$ cat src/rtl/crop_stream_pkg.sv
// Shared types and default geometry for the crop_stream_tx streaming crop front-end.
package crop_stream_pkg;

    localparam int DEF_FP_TOTAL = 16;
    localparam int DEF_IN_ROWS  = 100;
    localparam int DEF_IN_COLS  = 160;
    localparam int DEF_OUT_ROWS = 48;
    localparam int DEF_OUT_COLS = 48;

    localparam int ROW_W = $clog2(DEF_IN_ROWS);
    localparam int COL_W = $clog2(DEF_IN_COLS);

    typedef enum logic [1:0] {IDLE, RUN, FLUSH} crop_state_t;

    typedef logic [DEF_FP_TOTAL-1:0] pixel_t;

endpackage

$ cat src/rtl/axis_skid_buffer.sv
// Two-entry AXI-stream FIFO; in_ready comes from the registered fill count so the
// downstream ready never reaches the upstream ready combinationally.
module axis_skid_buffer #(
    parameter int W = 16
) (
    input  logic         clk,
    input  logic         rst,
    input  logic [W-1:0] in_data,
    input  logic         in_valid,
    output logic         in_ready,
    output logic [W-1:0] out_data,
    output logic         out_valid,
    input  logic         out_ready
);

    logic [W-1:0] mem [2];
    logic         wr_ptr;
    logic         rd_ptr;
    logic [1:0]   count;
    logic         push;
    logic         pop;

    assign in_ready  = (count != 2'd2);
    assign out_valid = (count != 2'd0);
    assign out_data  = mem[rd_ptr];
    assign pop       = out_valid && out_ready;
    // A full buffer still takes a write when the head leaves in the same cycle.
    assign push      = in_valid && (in_ready || pop);

    always_ff @(posedge clk) begin
        if (rst) begin
            mem[0] <= '0;
            mem[1] <= '0;
            wr_ptr <= 1'b0;
            rd_ptr <= 1'b0;
            count  <= 2'd0;
        end else begin
            if (push) begin
                mem[wr_ptr] <= in_data;
                wr_ptr      <= ~wr_ptr;
            end
            if (pop) begin
                rd_ptr <= ~rd_ptr;
            end
            case ({push, pop})
                2'b10:   count <= count + 2'd1;
                2'b01:   count <= count - 2'd1;
                default: count <= count;
            endcase
        end
    end

endmodule

$ cat src/rtl/crop_stream_tx.sv
// Streaming crop: consumes a raster IN_ROWS x IN_COLS frame and emits the OUT_ROWS x OUT_COLS
// window at the clamped origin (y_1, x_1). Define CROP_STREAM_TLAST_EN to add crop_out TLAST.
module crop_stream_tx
    import crop_stream_pkg::*;
#(
    parameter int FP_TOTAL = DEF_FP_TOTAL,
    parameter int IN_ROWS  = DEF_IN_ROWS,
    parameter int IN_COLS  = DEF_IN_COLS,
    parameter int OUT_ROWS = DEF_OUT_ROWS,
    parameter int OUT_COLS = DEF_OUT_COLS
) (
    input  logic                       ap_clk,
    input  logic                       ap_rst,
    input  logic                       ap_start,
    output logic                       ap_done,
    output logic                       ap_idle,
    output logic                       ap_ready,
    input  logic [$clog2(IN_ROWS)-1:0] y_1,
    input  logic [$clog2(IN_COLS)-1:0] x_1,
    input  logic [FP_TOTAL-1:0]        frame_in_V_data_0_V_TDATA,
    input  logic                       frame_in_V_data_0_V_TVALID,
    output logic                       frame_in_V_data_0_V_TREADY,
    output logic [FP_TOTAL-1:0]        crop_out_V_data_0_V_TDATA,
    output logic                       crop_out_V_data_0_V_TVALID,
    input  logic                       crop_out_V_data_0_V_TREADY
`ifdef CROP_STREAM_TLAST_EN
    ,
    output logic                       crop_out_V_data_0_V_TLAST
`endif
);

    localparam int RW = $clog2(IN_ROWS);
    localparam int CW = $clog2(IN_COLS);
    localparam logic [RW-1:0] Y_MAX    = RW'(IN_ROWS - OUT_ROWS);
    localparam logic [CW-1:0] X_MAX    = CW'(IN_COLS - OUT_COLS);
    localparam logic [RW-1:0] LAST_ROW = RW'(IN_ROWS - 1);
    localparam logic [CW-1:0] LAST_COL = CW'(IN_COLS - 1);

    crop_state_t   state;
    crop_state_t   state_nxt;
    logic [RW-1:0] row;
    logic [CW-1:0] col;
    logic [RW-1:0] y0;
    logic [CW-1:0] x0;
    logic          done_q;
    logic          buf_ready;
    logic          buf_valid;
    logic          hs;
    logic          row_in;
    logic          col_in;
    logic          push;
    logic          frame_end;

    // Window bounds compared one bit wider so origin + extent cannot wrap.
    assign row_in = (row >= y0) &&
                    ({1'b0, row} <= ({1'b0, y0} + (RW+1)'(OUT_ROWS - 1)));
    assign col_in = (col >= x0) &&
                    ({1'b0, col} <= ({1'b0, x0} + (CW+1)'(OUT_COLS - 1)));

    assign frame_in_V_data_0_V_TREADY = (state == RUN) && buf_ready;
    assign hs        = frame_in_V_data_0_V_TVALID && frame_in_V_data_0_V_TREADY;
    assign push      = hs && row_in && col_in;
    assign frame_end = (row == LAST_ROW) && (col == LAST_COL);
    assign ap_idle   = (state == IDLE);
    assign ap_done   = done_q;

    always_comb begin
        state_nxt = state;
        ap_ready  = 1'b0;
        case (state)
            IDLE: begin
                if (ap_start) begin
                    state_nxt = RUN;
                    ap_ready  = 1'b1;
                end
            end
            RUN: begin
                if (hs && frame_end) state_nxt = FLUSH;
            end
            FLUSH: begin
                if (!buf_valid) state_nxt = IDLE;
            end
            default: state_nxt = IDLE;
        endcase
    end

    always_ff @(posedge ap_clk) begin
        if (ap_rst) begin
            state  <= IDLE;
            row    <= '0;
            col    <= '0;
            y0     <= '0;
            x0     <= '0;
            done_q <= 1'b0;
        end else begin
            state  <= state_nxt;
            done_q <= (state == FLUSH) && !buf_valid;
            if (state == IDLE && ap_start) begin
                y0  <= (y_1 > Y_MAX) ? Y_MAX : y_1;
                x0  <= (x_1 > X_MAX) ? X_MAX : x_1;
                row <= '0;
                col <= '0;
            end else if (hs) begin
                if (col == LAST_COL) begin
                    col <= '0;
                    row <= (row == LAST_ROW) ? '0 : row + RW'(1);
                end else begin
                    col <= col + CW'(1);
                end
            end
        end
    end

`ifdef CROP_STREAM_TLAST_EN
    localparam int BW = FP_TOTAL + 1;
    logic          win_last;
    logic [BW-1:0] buf_in;
    logic [BW-1:0] buf_out;

    assign win_last = ({1'b0, row} == ({1'b0, y0} + (RW+1)'(OUT_ROWS - 1))) &&
                      ({1'b0, col} == ({1'b0, x0} + (CW+1)'(OUT_COLS - 1)));
    assign buf_in   = {win_last, frame_in_V_data_0_V_TDATA};
    assign {crop_out_V_data_0_V_TLAST, crop_out_V_data_0_V_TDATA} = buf_out;
`else
    localparam int BW = FP_TOTAL;
    logic [BW-1:0] buf_in;
    logic [BW-1:0] buf_out;

    assign buf_in                    = frame_in_V_data_0_V_TDATA;
    assign crop_out_V_data_0_V_TDATA = buf_out;
`endif

    axis_skid_buffer #(
        .W(BW)
    ) u_skid (
        .clk      (ap_clk),
        .rst      (ap_rst),
        .in_data  (buf_in),
        .in_valid (push),
        .in_ready (buf_ready),
        .out_data (buf_out),
        .out_valid(buf_valid),
        .out_ready(crop_out_V_data_0_V_TREADY)
    );

    assign crop_out_V_data_0_V_TVALID = buf_valid;

endmodule

$ cat config.mk
export PLATFORM = sky130hd
export DESIGN_NAME = crop_stream_tx
export DESIGN_NICKNAME = d
export VERILOG_FILES = /design/src/rtl/crop_stream_pkg.sv /design/src/rtl/axis_skid_buffer.sv /design/src/rtl/crop_stream_tx.sv
export SDC_FILE = /design/constraint.sdc
export NUM_CORES = 1
export LEC_CHECK = 0
export ABC_AREA = 0
export CAP_MARGIN = 25
export CORE_ASPECT_RATIO = 0.9
export CORE_MARGIN = 8
export CORE_UTILIZATION = 33
export DETAILED_ROUTE_END_ITERATION = 10
export GPL_TIMING_DRIVEN = 0
export PLACE_DENSITY = 0.65
export SETUP_SLACK_MARGIN = 0.4
export SLEW_MARGIN = 40
export SYNTH_ARGS = -nofsm -noshare
export SYNTH_HDL_FRONTEND = slang
export SYNTH_SLANG_ARGS = --single-unit
$ cat constraint.sdc
create_clock -name ap_clk -period 3.2 [get_ports ap_clk]
set_clock_uncertainty 0.1 [all_clocks]
set_input_delay 0.32 -clock ap_clk [delete_from_list [all_inputs] [get_ports ap_clk]]
set_output_delay 0.32 -clock ap_clk [all_outputs]
set_load 0.03 [all_outputs]
==> results.cfg <==
[logic_synthesis]
synth_area_leaders = edfxtp_1 25%, dfxtp_1 20%, ha_1 11%
syn_area_sq_um = 3850
synth_top_family_by_area = simple AND/OR/NAND/NOR gates
synth_cells = 376
yosysTopAreaCell = edfxtp_1
yosysUniqueCellTypes = 47
synth.area.mux_share_pct = 5.76
synthXorXnorAreaFrac_pct = 6.15
avgSynthCellArea_sq_um = 10.2
synth_seq_cells = 70
yosysWarnings = 0
yosysTopAreaCellShare_pct = 25.0
ys.flop_type = dfxtp_1
synthArstFlopShare_pct = 0
synth_simple_gate_area_share_pct = 18.8
synth_compound_area_share_pct = 9.24
synth_enable_flop_cells = 32
ys_top_cells_by_count = 38 x dfxtp_1, 35 x ha_1, 35 x nor2_1
syn_nets = 447
synth_most_common_cell = dfxtp_1
synth_fa_ha_area_share_pct = 11.4
synth_seq_area_share_pct = 44.8

[final_layout]
antenna_cells = 0
multi_input_area_sq_um = 2180
layout.cells.non_filler = 623
final.fill_count = 1058
drive_gt1_share_pct = 24.0
final_util_pct = 46.6
fin_nets = 533
ff_latch_area_sq_um = 1740
area_delta_synth_final_pct = 37.9

[routing]
num_vias = 3029
wl_met3_microns = 429
vias_per_cell = 4.86
dr_wl_met2_microns = 4480
drc = 0
drt-total-wl_microns = 9130
routedWlPerCell_microns = 14.7
top_layer_used = met4
drtIter0Drc = 203
met1_length_microns = 4140
drtAntennaViolNets = 0
first_pass_iters = 4

[placed_design]
gp_congestion = 0.865
place_inst = 588
io_buffers = 56
dpl.hpwl_microns = 6610
dp_slack_ns = 0.0249

[pwr]
p_per_area_nw_per_um2 = 455
p_int_mw = 1.84
clock_power_share_pct = 44.5
swShare_pct = 23.8
power_frac_seq_pct = 40.9
irDropWorstVdd_v = 0.000208
p_comb_share_pct = 14.7
p_leak_nw = 2.14
switching_power_mw = 0.575

[die]
die-area_sq_um = 15400
start_util_pct = 33.8
die_y_microns = 118
boundaryPins = 57
chipWidth_microns = 130
rows = 37
core_area_sq_um = 11400

[timing]
hold_viol_final = 0
setup_slack_ns = 0.135
clock.fmax_ghz = 0.326
slew_violations = 0
worst_pin_slew_ns = 0.681
relSlewSlack_pct = 54.6
whs_ns = 0.408
rsz0062_at_grt = true
setup_viol_count_final = 0
fin_crit_sh_pct = 95.8
finalSetupTns_ns = 0
period_minus_slack_ns = 3.07

[clocking]
clockBufferDepth = 2
clock-root-buffer = clkbuf_16
clock_latency_ns = 0.33
clkTransAtPathRegs_ns = 0.06
cts_buffers = 9
cts_sinks = 70
htreeDepth = 3
cts_tree = built
cts_hold_buf = 0

[critical_path]
worst_path_max_delay_cell = dfxtp_2
arrival_ns = 3.23
crit_chain = inv_2, ha_4, nand2_4, a21oi_2, xnor2_1, ha_1, a21o_1, a211oi_4, o41ai_4, nor3_2, clkbuf_8, inv_4, ha_4, xnor2_1, or3_1, a21oi_2
start_kind = flip-flop
crit_fanout = 3
critPathRequiredTime_ns = 3.36
endpoint_kind = flip-flop
critPathKind = reg -> reg
slowest_delay_ns = 0.34

[global_routing]
antenna_found_initial = 0
grt_pass1_vias = 3020
grt_max_degree = 17
grt_usage_pct = 12.2
overflow = 0
grt_pass1_wl_microns = 15000

[min_path]
hold_class = reg -> reg

[flow_run]
maxCapViolCount = 0

[outcome]
status = complete, no violations
-- worst max-delay path, delay by kind of cell (launching register included) --
kind	cells	cell delay, ns
buffers and inverters	3	0.29
adder cells (fa/ha/maj)	3	0.58
AO/OA/AOI/OAI	5	0.82
XOR/XNOR	2	0.26
flip-flops	1	0.34
AND/OR/NAND/NOR	3	0.60
-- cells by family (layout without fill, tap and decap cells) --
kind of cell               after synthesis  after routing
AOI/OAI and AO/OA                       53             54
xor gates and xnor gates                27             27
adders and majority gates               35             35
buffers and inverters                   35            125
DFF                                     70             70
muxes                                   20             20
and+or+nand+nor                        136            136
-- layout by cell type (no fill, tap or decap), drive strengths merged, types with 2 or more instances in the layout --
cell type / n
nand4: 6
nand3: 7
mux2i: 3
ha: 35
nor3: 9
nor2b: 2
and4: 4
nor3b: 2
edfxtp: 32
xor2: 11
nor2: 35
o21ai: 12
clkdlybuf4s50: 56
a21oi: 15
a211o: 2
inv: 23
buf: 23
a211oi: 7
mux2: 17
xnor2: 16
nor4b: 2
and3: 18
and2: 17
nor4: 3
clkbuf: 19
nand2: 23
dfxtp: 38
nand2b: 4
clkinv: 2
a21o: 8
-- through the flow --
stage	total power [mW]	area, sq um
after detailed placement	1.32	4680
final	2.41	5310
after global routing	2.51	5310
after CTS	2.41	5160
after global placement	1.32	4680
after floorplan	1.20	3920
-- sequential cells by signal (all words and copies together), names as in the netlist, 2 cells and up, named ones only --
| signal | flops |
|---|---|
| col | 8 |
| row | 7 |
| state | 2 |
| u_skid.count | 2 |
| u_skid.mem | 32 |
| x0 | 8 |
| y0 | 7 |
-- power by group through the flow --
stage / Clock, mW / Sequential (mW) / Combinational, mW
4_1_cts: 1.09 / 0.984 / 0.341
6_report: 1.07 / 0.986 / 0.354
5_1_grt: 1.14 / 0.988 / 0.383
3_3_place_gp: 0 / 1.00 / 0.318
3_5_place_dp: 0 / 1.00 / 0.321
2_1_floorplan: 0 / 0.998 / 0.197
-- per-layer routing --
layer / track usage (%) / vias up
met3: 3.91 / 6
li1: - / 1520
met2: 20.9 / 60
met5: 0 / -
met1: 14.2 / 1443
met4: 3.41 / 0
-- final cells by class --
class                      instances  share of cell area (%)
buffer                            12                    1.39
clock buffer                      12                    5.26
clock inverter                     4                   0.967
inverter                          23                    1.72
multi-input combinational        272                    41.1
sequential                        70                    32.8
tap                              156                    3.68
timing repair buffer              74                    13.1
-- worst paths after layout --
kind	startpoint	end	slack, ns	cells past startpoint
worst max-delay path	x0[1]	u_skid.count[1]	0.13	16
worst min-delay path	state[1]	state[0]	0.41	1
worst max register to register	x0[1]	u_skid.count[1]	0.13	16
worst min register to register	state[1]	state[0]	0.41	1
-- what timing repair did --
action	CTS	global route
setup endpoints to repair	44	72
pin swaps	8	19
cloned	1	1
setup buffers	10	7
resized for setup	15	28
No activity file was read; power rests on OpenSTA's default activity.
